File: config.mk
export PLATFORM = sky130hd
export DESIGN_NAME = perf_counter_master
export DESIGN_NICKNAME = d
export VERILOG_FILES = /design/src/rtl/perf_counter_master.sv
export SDC_FILE = /design/constraint.sdc
export NUM_CORES = 1
export LEC_CHECK = 0
export ABC_AREA = 1
export CAP_MARGIN = 5
export CORE_MARGIN = 10
export CORE_UTILIZATION = 46
export CTS_BUF_LIST = sky130_fd_sc_hd__clkbuf_16
export DETAILED_ROUTE_END_ITERATION = 8
export GPL_ROUTABILITY_DRIVEN = 1
export PLACE_DENSITY = 0.86
export SLEW_MARGIN = 25
export SYNTH_ARGS = -nofsm -noshare
export SYNTH_HDL_FRONTEND = slang
export SYNTH_SLANG_ARGS = --single-unit
File: constraint.sdc
create_clock -name clk -period 1.65 [get_ports clk]
set_clock_uncertainty 0.2 [all_clocks]
set_input_delay 0.2475 -clock clk [delete_from_list [all_inputs] [get_ports clk]]
set_output_delay 0.2475 -clock clk [all_outputs]
set_load 0.02 [all_outputs]
File: src/rtl/perf_counter_master.sv
// Avalon-MM master that turns GO/STOP/RESET_ALL/SAMPLE commands into accesses on the
// 8-section performance-counter slave, returning a tear-free 64-bit time plus events.
module perf_counter_master #(
    parameter int READ_LATENCY = 1,
    parameter int MAX_RETRY    = 4
) (
    input  logic        clk,
    input  logic        reset,
    input  logic        cmd_valid,
    output logic        cmd_ready,
    input  logic [1:0]  cmd_op,
    input  logic [2:0]  cmd_section,
    output logic        res_valid,
    input  logic        res_ready,
    output logic [63:0] res_time,
    output logic [31:0] res_events,
    output logic        res_torn,
    output logic [4:0]  avm_address,
    output logic        avm_write,
    output logic        avm_read,
    output logic [31:0] avm_writedata,
    input  logic [31:0] avm_readdata,
    input  logic        avm_waitrequest
);

    // Handshakes: a command transfers on a rising edge with cmd_valid & cmd_ready, a result
    // with res_valid & res_ready; an Avalon request is taken on an edge with !avm_waitrequest.
    typedef enum logic [2:0] {
        S_IDLE,
        S_WR,
        S_RD_HI0,
        S_RD_LO,
        S_RD_HI1,
        S_RD_EV,
        S_RESP
    } state_t;

    localparam logic [1:0] OP_GO        = 2'b00;
    localparam logic [1:0] OP_STOP      = 2'b01;
    localparam logic [1:0] OP_RESET_ALL = 2'b10;
    localparam logic [1:0] OP_SAMPLE    = 2'b11;

    localparam logic [1:0] LAT_LAST  = 2'(READ_LATENCY - 1);
    localparam logic [2:0] RETRY_MAX = 3'(MAX_RETRY);

    state_t      state_q, state_d;
    logic        waiting_q, waiting_d;
    logic [1:0]  lat_cnt_q, lat_cnt_d;
    logic [2:0]  retry_q, retry_d;
    logic [2:0]  section_q, section_d;
    logic [4:0]  wr_addr_q, wr_addr_d;
    logic [31:0] wr_data_q, wr_data_d;
    logic [31:0] hi0_q, hi0_d;
    logic [31:0] lo_q, lo_d;
    logic [63:0] res_time_q, res_time_d;
    logic [31:0] res_events_q, res_events_d;
    logic        res_torn_q, res_torn_d;
    logic        res_valid_q, res_valid_d;

    logic        is_rd;
    logic        rd_done;
    logic [1:0]  rd_offset;

    assign res_valid  = res_valid_q;
    assign res_time   = res_time_q;
    assign res_events = res_events_q;
    assign res_torn   = res_torn_q;

    always_comb begin
        state_d       = state_q;
        waiting_d     = waiting_q;
        lat_cnt_d     = lat_cnt_q;
        retry_d       = retry_q;
        section_d     = section_q;
        wr_addr_d     = wr_addr_q;
        wr_data_d     = wr_data_q;
        hi0_d         = hi0_q;
        lo_d          = lo_q;
        res_time_d    = res_time_q;
        res_events_d  = res_events_q;
        res_torn_d    = res_torn_q;
        res_valid_d   = res_valid_q;
        cmd_ready     = 1'b0;
        avm_address   = 5'd0;
        avm_write     = 1'b0;
        avm_read      = 1'b0;
        avm_writedata = 32'd0;

        is_rd = (state_q == S_RD_HI0) || (state_q == S_RD_LO) ||
                (state_q == S_RD_HI1) || (state_q == S_RD_EV);
        rd_done = is_rd && waiting_q && (lat_cnt_q == LAT_LAST);

        unique case (state_q)
            S_RD_LO: rd_offset = 2'd0;
            S_RD_EV: rd_offset = 2'd2;
            default: rd_offset = 2'd1;
        endcase

        // Shared request/wait phase sequencing for every read state.
        if (is_rd) begin
            if (!waiting_q) begin
                avm_read    = 1'b1;
                avm_address = {section_q, rd_offset};
                if (!avm_waitrequest) begin
                    waiting_d = 1'b1;
                    lat_cnt_d = 2'd0;
                end
            end else if (lat_cnt_q != LAT_LAST) begin
                lat_cnt_d = lat_cnt_q + 2'd1;
            end else begin
                waiting_d = 1'b0;
            end
        end

        unique case (state_q)
            S_IDLE: begin
                cmd_ready = !reset;
                if (cmd_valid && !reset) begin
                    section_d = cmd_section;
                    unique case (cmd_op)
                        OP_GO: begin
                            wr_addr_d = {cmd_section, 2'd1};
                            wr_data_d = 32'd0;
                            state_d   = S_WR;
                        end
                        OP_STOP: begin
                            wr_addr_d = {cmd_section, 2'd0};
                            wr_data_d = 32'd0;
                            state_d   = S_WR;
                        end
                        OP_RESET_ALL: begin
                            wr_addr_d = 5'd0;
                            wr_data_d = 32'd1;
                            state_d   = S_WR;
                        end
                        OP_SAMPLE: begin
                            retry_d    = 3'd0;
                            res_torn_d = 1'b0;
                            waiting_d  = 1'b0;
                            state_d    = S_RD_HI0;
                        end
                        default: state_d = S_IDLE;
                    endcase
                end
            end
            S_WR: begin
                avm_write     = 1'b1;
                avm_address   = wr_addr_q;
                avm_writedata = wr_data_q;
                if (!avm_waitrequest) begin
                    state_d = S_IDLE;
                end
            end
            S_RD_HI0: begin
                if (rd_done) begin
                    hi0_d   = avm_readdata;
                    state_d = S_RD_LO;
                end
            end
            S_RD_LO: begin
                if (rd_done) begin
                    lo_d    = avm_readdata;
                    state_d = S_RD_HI1;
                end
            end
            S_RD_HI1: begin
                // A matching high word brackets the low read, so {hi, lo} cannot be torn.
                if (rd_done) begin
                    if (avm_readdata == hi0_q) begin
                        res_time_d = {hi0_q, lo_q};
                        state_d    = S_RD_EV;
                    end else if (retry_q == RETRY_MAX) begin
                        res_time_d = {avm_readdata, lo_q};
                        res_torn_d = 1'b1;
                        state_d    = S_RD_EV;
                    end else begin
                        hi0_d   = avm_readdata;
                        retry_d = retry_q + 3'd1;
                        state_d = S_RD_LO;
                    end
                end
            end
            S_RD_EV: begin
                if (rd_done) begin
                    res_events_d = avm_readdata;
                    res_valid_d  = 1'b1;
                    state_d      = S_RESP;
                end
            end
            S_RESP: begin
                if (res_ready) begin
                    res_valid_d = 1'b0;
                    res_torn_d  = 1'b0;
                    state_d     = S_IDLE;
                end
            end
            default: state_d = S_IDLE;
        endcase
    end

    always_ff @(posedge clk) begin
        if (reset) begin
            state_q      <= S_IDLE;
            waiting_q    <= 1'b0;
            lat_cnt_q    <= 2'd0;
            retry_q      <= 3'd0;
            section_q    <= 3'd0;
            wr_addr_q    <= 5'd0;
            wr_data_q    <= 32'd0;
            hi0_q        <= 32'd0;
            lo_q         <= 32'd0;
            res_time_q   <= 64'd0;
            res_events_q <= 32'd0;
            res_torn_q   <= 1'b0;
            res_valid_q  <= 1'b0;
        end else begin
            state_q      <= state_d;
            waiting_q    <= waiting_d;
            lat_cnt_q    <= lat_cnt_d;
            retry_q      <= retry_d;
            section_q    <= section_d;
            wr_addr_q    <= wr_addr_d;
            wr_data_q    <= wr_data_d;
            hi0_q        <= hi0_d;
            lo_q         <= lo_d;
            res_time_q   <= res_time_d;
            res_events_q <= res_events_d;
            res_torn_q   <= res_torn_d;
            res_valid_q  <= res_valid_d;
        end
    end

endmodule

==> results summary <==
The smallest setup slack after layout is -0.751 ns. The average cell area after synthesis came out at 7.28 um^2. Among all cell types in the netlist, the one instantiated most often is sky130_fd_sc_hd__nand2_1.

The antenna violation net count after detailed routing is 0. The first detailed-routing pass ran for 8 iterations. The synthesized design spends more area on one cell type than any other, namely sky130_fd_sc_hd__dfxtp_1.

Summed over all cells, the static leakage comes to 5.98 nW. The weighted congestion reported at the end of routability-driven placement is 0.926. For this run the aggregate overflow at the end of global routing stands at 0. The total count of hold-check failures in the final report is 0. The die extent in y came out at 151 um. The count of cells along the worst hold path came out at 4. Once the floorplan was initialized, standard cells occupied 47.3% of the core.

In the final routed layout, each cell accounts on average for 29.3 um. Counting instances in the post-synthesis netlist gives the leading cell types as 194 x sky130_fd_sc_hd__nand2_1, 179 x sky130_fd_sc_hd__dfxtp_1, 165 x sky130_fd_sc_hd__a21oi_1. The critical path goes through inv_2 -> ha_4 -> nand2_4 -> buf_6 -> nor2_4 -> buf_6 -> buf_16 -> o21ai_0 -> a21oi_2.

Together, buffers and inverters on the worst path number 4. In this run the worst path has a maximum fanout of 6. After layout, the worst path uses 146% of the clock period. The total routing usage reported by global routing is 30.7%. The number of enable-type register cells in the synthesized netlist is 0. The later pin in the worst-skew pair is clocked with a latency of 0.47 ns. The flow ran to the end, but the final reports show violations. Entering global routing, the biggest net connects 63 pins. From left edge to right edge, the die measures 151 um.

The hold slack came out at 0.0364 ns. The tool flagged a number of max-cap violations equal to 0. The post-synthesis instance area came out at 7900 um^2. The post-placement cell count came out at 1484.

The time the worst path needs with I/O delays and setup came out at 2.40 ns. The detailed router finished its first iteration with 1593 violations. The signed area change from the synthesized netlist to the final layout is 83.6%.

The number of setup violations in the final report is 237. STA classifies the critical path startpoint as a flip-flop. The detail-routed via count per cell is 6.55. Fill cells in the final layout number 666. Summed over its instances, the top area cell type makes up 45.3% of the synthesized netlist area. The final standard cell count with taps included and fillers excluded came out at 1631.

The pin slew with the least headroom to its limit is 1.08 ns. No sink is reached through more buffers than the 2 on the longest clock path. The share of the yosys chip area belonging to registers came out at 45.3%.

On the critical path the largest part of the delay comes from compound AO/OA/AOI/OAI gates. The share of layout cells above drive strength 1 came out at 49.5%. The global-route wire length before repair is 54100 um. Yosys attributes the largest share of cell area to sky130_fd_sc_hd__dfxtp_1 45%, sky130_fd_sc_hd__a21oi_1 10%, sky130_fd_sc_hd__nand2_1 9.2%. The leading register cell type out of synthesis is sky130_fd_sc_hd__dfxtp_1. The top-level I/O count is 180.

The placeable core area is 16700 um^2. Setup repair after global routing could not meet its margin everywhere. The via total after detailed routing came out at 10683. CTS placed an instance of sky130_fd_sc_hd__clkbuf_16 at the clock tree root. Derived from the worst setup path, the maximum achievable clock frequency is 0.416 GHz. The number of cells on the worst reg-to-reg path is 9.

Clock-pin slew was measured on the worst setup and hold paths at 0.08 ns. The number of buffers inserted during clock tree synthesis came out at 17. Prior to clock tree synthesis, the placed netlist has a worst setup slack of -0.804 ns. The worst ir drop on vdd came out at 0.812 mV. The net count of the finished layout came out at 1445. In this run the power density over the cells is 766 nW/um^2.

The number of stages on the worst setup path is 9. The count of synthesis-stage warnings from yosys is 0. The final reports fail on setup timing.

The critical path's most frequent cell is sky130_fd_sc_hd__buf_6. The max-slew violation count came out at 0. The share of flip-flops with an asynchronous set or reset after synthesis came out at 0%. The detailed placer's ending HPWL came out at 17800 um. The number of antenna violations at the first check in global routing is 4. The number of storage elements in the synthesis netlist is 179. CTS saw 179 sinks. The H-tree level count came out at 4. The worst max-slew margin expressed relative to the limit came out at 27.4%. STA puts the critical path data arrival time at 2.52 ns. The via count of the first global-routing pass came out at 9551. TritonCTS built the clock tree. The sum of negative setup slack came out at -87.90 ns. The tightest min-delay check is of the in -> reg type.

The post-detailed-routing wire length is 47700 um. The peak per-stage delay on the critical path is 0.83 ns. The distinct cell type count of the synthesized netlist is 28. Input and output buffers added on the ports amount to 148. The highest-delay cell along the critical path is sky130_fd_sc_hd__o21ai_0. The floorplan has 47 rows. The worst setup path is captured at a flip-flop. The worst setup path is of the reg -> reg kind. The required time of the worst setup path came out at 1.76 ns. The die footprint is 22800 um^2.

The core utilization of the finished layout is 86.9%. The final routed DRC violation total came out at 0. After technology mapping, the gate count stands at 1085.
[stage by stage]
stage | cell area (um^2) | total power, mW
2_1_floorplan | 8190 | 5.50
3_3_place_gp | 10200 | 6.17
3_5_place_dp | 10200 | 6.21
4_1_cts | 13000 | 10.2
5_1_grt | 14500 | 11.3
6_report | 14500 | 11.1
[layer usage]
| metal | vias up | GRT usage, % | routed length [um] |
|---|---|---|---|
| li1 | 4085 | - | - |
| met1 | 4934 | 31.6 | 15300 |
| met2 | 1158 | 51.9 | 21100 |
| met4 | 2 | 21.4 | 5060 |
| met5 | - | 0 | 15 |
| met3 | 504 | 10.1 | 6230 |
[kinds of logic (layout without fill, tap and decap cells)]
| logic type | Yosys count | count (layout) | synth area share (%) |
|---|---|---|---|
| adder cells (fa/ha/maj) | 7 | 7 | 1.11 |
| XOR/XNOR | 22 | 22 | 2.44 |
| flip-flops | 179 | 179 | 45.3 |
| AND/OR/NAND/NOR | 422 | 423 | 22.5 |
| AO/OA/AOI/OAI | 247 | 247 | 15.9 |
| other | 1 | 33 | 0.0474 |
| buffers and inverters | 207 | 500 | 12.7 |
[cells in the final DEF (no fill, tap or decap), drive strengths merged]
cell type,n
buf,217
nand2,198
dfxtp,179
a21oi,165
nor2,127
inv,106
dlygate4sd2,99
o21ai,77
nand3,73
clkdlybuf4s50,36
conb,31
nand4,24
clkbuf,23
xnor2,22
clkinv,8
ha,7
clkinvlp,5
dlymetal6s2s,3
diode,2
a32oi,2
dlygate4sd3,2
a22o,1
o221ai,1
a211oi,1
nor4,1
clkdlybuf4s15,1
[worst paths after layout]
kind / endpoint / slack, ns / from
setup / recovery: lo_q[16] / -0.75 / lat_cnt_q[0]
hold / removal: res_events[1] / 0.04 / avm_readdata[1]
setup reg to reg: lo_q[16] / -0.75 / lat_cnt_q[0]
hold reg to reg: res_time[0] / 0.27 / res_time[0]
[repair_timing]
item,4_1_cts,5_1_grt
hold buffers,0,2
setup buffers,57,35
setup endpoints to repair,286,209
pin swaps,65,128
gates cloned,37,6
hold endpoints to repair,0,2
gates resized for setup,391,420
[power breakdown]
part	switching (mW)	internal [mW]	total (mW)
clock network	2.01	1.93	3.94
registers	0.108	4.40	4.51
logic	1.68	0.976	2.66
total	3.80	7.31	11.1
[state kept, by name, indices dropped and copies added, names as in the netlist, 3 cells and up]
name        flops
res_time       64
hi0_q          32
lo_q           32
res_events     32
wr_addr_q       4
retry_q         3
section_q       3
state_q         3
[cell type report]
cell class                      instances  area [um^2]  share of cell area (%)
Antenna cell                            2         5.00                  0.0345
Clock buffer                           17          425                    2.93
Clock inverter                         15          110                   0.759
Inverter                              104          402                    2.77
Multi-Input combinational cell        730         5520                    38.0
Sequential cell                       179         3620                    25.0
Tap cell                              220          275                    1.90
Timing Repair Buffer                  364         4150                    28.6
[worst reg2reg max path, cell delays in order (launching register included)]
cell and delay, ns:
sky130_fd_sc_hd__dfxtp_2 0.33, sky130_fd_sc_hd__inv_2 0.05, sky130_fd_sc_hd__ha_4 0.16, sky130_fd_sc_hd__nand2_4 0.11, sky130_fd_sc_hd__buf_6 0.15, sky130_fd_sc_hd__nor2_4 0.08, sky130_fd_sc_hd__buf_6 0.14, sky130_fd_sc_hd__buf_16 0.14
sky130_fd_sc_hd__o21ai_0 0.84, sky130_fd_sc_hd__a21oi_2 0.05
Note: power is estimated with default switching activity, not from simulation.
